==> config.mk <==
export PLATFORM = sky130hd
export DESIGN_NAME = serial_paralelo_sync_ctrl
export DESIGN_NICKNAME = d
export VERILOG_FILES = /design/src/rtl/serial_paralelo_pkg.sv /design/src/rtl/sync_ctrl_strobe_counter.sv /design/src/rtl/serial_paralelo_sync_ctrl.sv
export SDC_FILE = /design/constraint.sdc
export NUM_CORES = 1
export LEC_CHECK = 0
export CELL_PAD_IN_SITES_DETAIL_PLACEMENT = 1
export CELL_PAD_IN_SITES_GLOBAL_PLACEMENT = 1
export CORE_ASPECT_RATIO = 1.5
export CORE_MARGIN = 5
export CORE_UTILIZATION = 25
export CTS_CLUSTER_DIAMETER = 100
export DETAILED_ROUTE_END_ITERATION = 16
export MAX_ROUTING_LAYER = met4
export PLACE_DENSITY = 0.62
export SLEW_MARGIN = 20
export SYNTH_ARGS = -nofsm -noshare
export SYNTH_HDL_FRONTEND = slang
export SYNTH_SLANG_ARGS = --single-unit
==> constraint.sdc <==
create_clock -name clk_4f -period 2.8 [get_ports clk_4f]
set_clock_uncertainty 0.1 [all_clocks]
set_input_delay 0.42 -clock clk_4f [delete_from_list [all_inputs] [get_ports clk_4f]]
set_output_delay 0.42 -clock clk_4f [all_outputs]
set_load 0.01 [all_outputs]
==> src/rtl/serial_paralelo_pkg.sv <==
// Shared types and constants for the serial-to-parallel receiver alignment logic.
package serial_paralelo_pkg;

    typedef enum logic [1:0] {
        StHunt     = 2'd0,
        StCheck    = 2'd1,
        StSlipWait = 2'd2,
        StLocked   = 2'd3
    } sync_state_e;

    localparam logic [7:0] COMMA_BC = 8'hBC;

endpackage

==> src/rtl/sync_ctrl_strobe_counter.sv <==
// Saturating strobe counter with clear, enable and terminal-count flag.
// tc is high when the next enabled increment will bring the count to LIMIT.
module sync_ctrl_strobe_counter #(
    parameter int unsigned WIDTH = 4,
    parameter int unsigned LIMIT = 1
) (
    input  logic clk_4f,
    input  logic reset,
    input  logic clr,
    input  logic en,
    output logic tc
);

    logic [WIDTH-1:0] cnt_q, cnt_d;

    // clr together with en restarts the count at one.
    always_comb begin
        cnt_d = cnt_q;
        if (clr) begin
            cnt_d = en ? WIDTH'(1) : '0;
        end else if (en && (cnt_q != WIDTH'(LIMIT))) begin
            cnt_d = cnt_q + WIDTH'(1);
        end
    end

    always_ff @(posedge clk_4f or negedge reset) begin
        if (!reset) begin
            cnt_q <= '0;
        end else begin
            cnt_q <= cnt_d;
        end
    end

    assign tc = (cnt_q == WIDTH'(LIMIT - 1));

endmodule

==> src/rtl/serial_paralelo_sync_ctrl.sv <==
// Comma hunt, bit-slip and lock controller for the deserializer byte stream.
// Forwards non-comma bytes while locked; drops lock on gap timeout or realign.
module serial_paralelo_sync_ctrl
    import serial_paralelo_pkg::*;
#(
    parameter logic [7:0]  COMMA       = COMMA_BC,
    parameter int unsigned LOCK_COUNT  = 4,
    parameter int unsigned SLIP_WINDOW = 16,
    parameter int unsigned SLIP_SETTLE = 2,
    parameter int unsigned MAX_GAP     = 64
) (
    input  logic       clk_4f,
    input  logic       reset,
    input  logic [7:0] byte_in,
    input  logic       byte_strobe,
    input  logic       realign,
    output logic [7:0] data_out,
    output logic       valid_out,
    output logic       active,
    output logic       bit_slip,
    output logic       sync_lost
);

    localparam int unsigned MAX_AB  = (SLIP_WINDOW > LOCK_COUNT) ? SLIP_WINDOW : LOCK_COUNT;
    localparam int unsigned MAX_CD  = (MAX_GAP > SLIP_SETTLE) ? MAX_GAP : SLIP_SETTLE;
    localparam int unsigned CNT_MAX = (MAX_AB > MAX_CD) ? MAX_AB : MAX_CD;
    localparam int unsigned CNT_W   = $clog2(CNT_MAX + 1);
    // A disabled watchdog still needs a legal counter limit.
    localparam int unsigned GAP_LIM = (MAX_GAP == 0) ? 1 : MAX_GAP;

    sync_state_e state_q, state_d;
    logic [7:0]  data_q, data_d;
    logic        valid_q, valid_d;
    logic        active_q, active_d;
    logic        slip_q, slip_d;
    logic        lost_q, lost_d;

    logic clr_all;
    logic miss_clr, miss_en, miss_tc;
    logic comma_clr, comma_en, comma_tc;
    logic settle_clr, settle_en, settle_tc;
    logic gap_clr, gap_en, gap_tc;
    logic is_comma;

    assign is_comma = (byte_in == COMMA);

    always_comb begin
        state_d    = state_q;
        data_d     = data_q;
        valid_d    = 1'b0;
        slip_d     = 1'b0;
        lost_d     = 1'b0;
        clr_all    = 1'b0;
        miss_clr   = 1'b0;
        miss_en    = 1'b0;
        comma_clr  = 1'b0;
        comma_en   = 1'b0;
        settle_en  = 1'b0;
        gap_clr    = 1'b0;
        gap_en     = 1'b0;

        if (realign) begin
            state_d = StHunt;
            clr_all = 1'b1;
            lost_d  = (state_q == StLocked);
        end else if (byte_strobe) begin
            unique case (state_q)
                StHunt: begin
                    if (is_comma) begin
                        miss_clr  = 1'b1;
                        comma_clr = 1'b1;
                        comma_en  = 1'b1;
                        state_d   = (LOCK_COUNT == 1) ? StLocked : StCheck;
                    end else if (miss_tc) begin
                        slip_d   = 1'b1;
                        miss_clr = 1'b1;
                        state_d  = StSlipWait;
                    end else begin
                        miss_en = 1'b1;
                    end
                end
                StSlipWait: begin
                    if (settle_tc) begin
                        clr_all = 1'b1;
                        state_d = StHunt;
                    end else begin
                        settle_en = 1'b1;
                    end
                end
                StCheck: begin
                    if (!is_comma) begin
                        clr_all = 1'b1;
                        state_d = StHunt;
                    end else if (comma_tc) begin
                        clr_all = 1'b1;
                        state_d = StLocked;
                    end else begin
                        comma_en = 1'b1;
                    end
                end
                StLocked: begin
                    if (is_comma) begin
                        gap_clr = 1'b1;
                    end else begin
                        data_d  = byte_in;
                        valid_d = 1'b1;
                        if ((MAX_GAP != 0) && gap_tc) begin
                            clr_all = 1'b1;
                            lost_d  = 1'b1;
                            state_d = StHunt;
                        end else begin
                            gap_en = 1'b1;
                        end
                    end
                end
                default: state_d = StHunt;
            endcase
        end

        active_d = (state_d == StLocked);
    end

    assign settle_clr = clr_all;

    always_ff @(posedge clk_4f or negedge reset) begin
        if (!reset) begin
            state_q  <= StHunt;
            data_q   <= 8'h00;
            valid_q  <= 1'b0;
            active_q <= 1'b0;
            slip_q   <= 1'b0;
            lost_q   <= 1'b0;
        end else begin
            state_q  <= state_d;
            data_q   <= data_d;
            valid_q  <= valid_d;
            active_q <= active_d;
            slip_q   <= slip_d;
            lost_q   <= lost_d;
        end
    end

    sync_ctrl_strobe_counter #(.WIDTH(CNT_W), .LIMIT(SLIP_WINDOW)) u_miss_cnt (
        .clk_4f (clk_4f),
        .reset  (reset),
        .clr    (clr_all | miss_clr),
        .en     (miss_en),
        .tc     (miss_tc)
    );

    sync_ctrl_strobe_counter #(.WIDTH(CNT_W), .LIMIT(LOCK_COUNT)) u_comma_cnt (
        .clk_4f (clk_4f),
        .reset  (reset),
        .clr    (clr_all | comma_clr),
        .en     (comma_en),
        .tc     (comma_tc)
    );

    sync_ctrl_strobe_counter #(.WIDTH(CNT_W), .LIMIT(SLIP_SETTLE)) u_settle_cnt (
        .clk_4f (clk_4f),
        .reset  (reset),
        .clr    (settle_clr),
        .en     (settle_en),
        .tc     (settle_tc)
    );

    sync_ctrl_strobe_counter #(.WIDTH(CNT_W), .LIMIT(GAP_LIM)) u_gap_cnt (
        .clk_4f (clk_4f),
        .reset  (reset),
        .clr    (clr_all | gap_clr),
        .en     (gap_en),
        .tc     (gap_tc)
    );

    assign data_out  = data_q;
    assign valid_out = valid_q;
    assign active    = active_q;
    assign bit_slip  = slip_q;
    assign sync_lost = lost_q;

endmodule
==> key figures <==
Outcome
  • Status: finished, final reports clean

Finish
  • Layout cells sized above 1: between 10% and 20%
  • Most common cell after layout, fill and taps aside: dfrtp_1
  • Leading cell types in the layout, fill and taps excluded: dfrtp_1 (42), nor2_1 (36), clkdlybuf4s50_1 (22), inv_1 (15), buf_4 (13)
  • Non-Filler Instances: 397
  • Nets: 302
  • Area Growth Syn to Fin: 24.8%
  • Layout fillers: 1089
  • # diodes: 0

Critical path
  • CP Class: input port to register
  • Startpoint Class: input port
  • Worst r2r src: u_settle_cnt.cnt_q[3]
  • Reg2Reg Depth: 6
  • Worst reg2reg setup slack: between 500 and 600 ps
  • CP endpoint kind: register
  • Worst-path fanout max: 8
  • RR Endpoint: u_settle_cnt.cnt_q[0]
  • WP data arrival: between 2000 and 2500 ps
  • Req. time, crit path: ~2900 ps

STA
  • Crit share post-route: 82.7%
  • Fin. max-slew vios: 0
  • RSZ-0062 raised after global routing: false
  • Actual slew at the worst max-slew pin: 578 ps
  • Final setup violation count: 0
  • Achievable frequency: 0.432 GHz
  • Relative slew slack: 61.2%
  • Hold Violations, Final: 0
  • Min Clock Period, post-route: approximately 2300 ps
  • Fin Setup TNS: 0 ps

Synth
  • Sequential area share after synthesis: 42.8%
  • Post-synthesis area per instance: 10.1 um2
  • Most used DFF post-synth: dfrtp_1
  • Yosys synthesis warning count: 0
  • Seq cells post-synth: 42
  • Syn_nets: 265
  • Post-Syn Instances: around 240
  • Post-synthesis cell type count: 54
  • Cell Area, Synth: about 2500 um2
  • Number of synthesized flops with an enable pin: 0
  • Post-synthesis async set-or-reset flop share: between 90% and 100%

Floorplanning
  • Initial core utilization: 25.5%
  • Core Region: around 9600 um2
  • Die W: 90.9 um
  • Core Rows: 44
  • Die Span Y: 131 um
  • Num ports: 24
  • Die footprint: 11900 um2

Global route
  • Vias in the first global route: 2165
  • Initial antenna violation count: 0
  • Total GRT Usage: 11.0%
  • Largest net degree at the start of global routing: 23
  • GR Overflow Total: 0
  • First-pass GRT wire length: 10.5 mm

Clock tree
  • Post-CTS Setup Bufs: 0
  • Hold_buf cts: 0
  • CTS tree: yes
  • CTS buffer count: 5
  • Clock transition at path regs: approximately 60 ps
  • Resized Gates After CTS: 0
  • CTS sink count: 42
  • H-tree levels: 2
  • Clock Latency Late Sink: 290 ps
  • Max clock buf depth: 2
  • CTS Root Cell: clkbuf_16

Routing
  • Wire length per cell: 15.0 um
  • Routed wire length: 5.96 mm
  • Drt via density: 4.81
  • Initial DRC count: 48
  • Antenna Nets Post-Route: 0
  • DR vias: 1911
  • DR pass1 iterations: 3
  • DRC: 0

Job
  • Max-cap viol count: 0

Pwr
  • Leakage: 1.24 nW
  • P per Cell Area: 454 nW/um2
  • Peak supply drop: 0.243 mV

Placement
  • Detailed placer's ending HPWL: roughly 4.7 mm
  • IO buf count: 23
  • Placed Cells: 389
  • RePlAce Congestion: 0.766

Min path
  • HP Class: input port to asynchronous set/reset pin
==> critical path: stages <==
cell	delay (ps)
clkdlybuf4s50_1	450
nand4bb_1	240
or4_1	670
nor4_2	410
xnor2_1	160
nor2_1	50
==> kinds of logic (layout without fill, tap and decap cells) <==
logic type,after synthesis,count (layout),share of synthesized area [%]
adder cells (fa/ha/maj),9,9,4.59
buffers and inverters,21,59,3.47
flip-flops,42,42,42.8
AND/OR/NAND/NOR,107,107,24.9
XOR/XNOR,18,18,6.43
AO/OA/AOI/OAI,34,34,12.0
multiplexers,13,13,5.71
==> cell type report <==
type,instances,area [um2],share of cell area (%)
Tap cell,115,144,4.70
Multi-Input combinational cell,181,1320,43.0
Inverter,15,56.3,1.84
Clock inverter,3,45.0,1.47
Timing Repair Buffer,36,323,10.5
Sequential cell,42,1050,34.3
Clock buffer,5,125,4.09
==> layer usage <==
layer  track usage [%]  up-vias  part of all wire, %
li1                  -      949                    -
met1              11.4      945                   40
met2              20.3       11                   57
met3              2.17        6                  1.9
met4              3.67        0                  1.4
met5                 -        -                    0
==> per-stage QoR <==
| stage | setup WS (ps) | util [%] | hold WS, ps | cell area, um2 | power [W] |
|---|---|---|---|---|---|
| floorplan | 730 | - | 24.4 | 2450 | 0.000673 |
| global placement | 233 | 30.0 | 332 | 2890 | 0.000735 |
| detailed placement | 185 | 30.0 | 347 | 2890 | 0.000738 |
| CTS | 479 | 31.8 | 25.3 | 3060 | 0.00141 |
| global route | 371 | 31.8 | 49.2 | 3060 | 0.00146 |
| finish | 486 | 31.8 | 3.83 | 3060 | 0.00139 |
==> state kept, by name, summed over array words and instances (netlist names) <==
signal and flops:
u_miss_cnt.cnt_q 7, u_settle_cnt.cnt_q 7, active 1, u_comma_cnt.cnt_q 7
state_q 2, data_out 8, sync_lost 1, bit_slip 1
valid_out 1, u_gap_cnt.cnt_q 7
==> report_power, final <==
| part | leakage (nW) | internal [W] | switching, W | total, W |
|---|---|---|---|---|
| sequential | 0.581 | 0.000615 | 0.00000610 | 0.000621 |
| combinational | 0.581 | 0.0000498 | 0.0000519 | 0.000102 |
| clock | 0.0760 | 0.000420 | 0.000245 | 0.000666 |
==> how the worst max path moves through the flow <==
stage / startpoint / to / slack, ps / cells after the start
after floorplan: realign / u_comma_cnt.cnt_q[1] / 730 / 7
after global placement: byte_in[0] / u_miss_cnt.cnt_q[3] / 230 / 6
after detailed placement: byte_in[6] / u_comma_cnt.cnt_q[5] / 190 / 6
after CTS: byte_in[0] / u_comma_cnt.cnt_q[5] / 480 / 6
after global routing: byte_in[6] / u_settle_cnt.cnt_q[3] / 370 / 7
final: byte_in[0] / u_comma_cnt.cnt_q[5] / 490 / 6
==> synth_stat cells (6+ instances only) <==
master    n  area (um2)
dfrtp_1  42        1050
ha_1      9         113
a21oi_1   7        35.0
inv_1    15        56.3
nand4_1  12        75.1
nand3_1   7        35.0
xor2_1    6        52.6
nand2_1   9        33.8
xnor2_1  12         105
nor3_1    7        35.0
nor2_1   36         135
mux2_2    8        90.1
No activity file was read; power rests on OpenSTA's default activity.
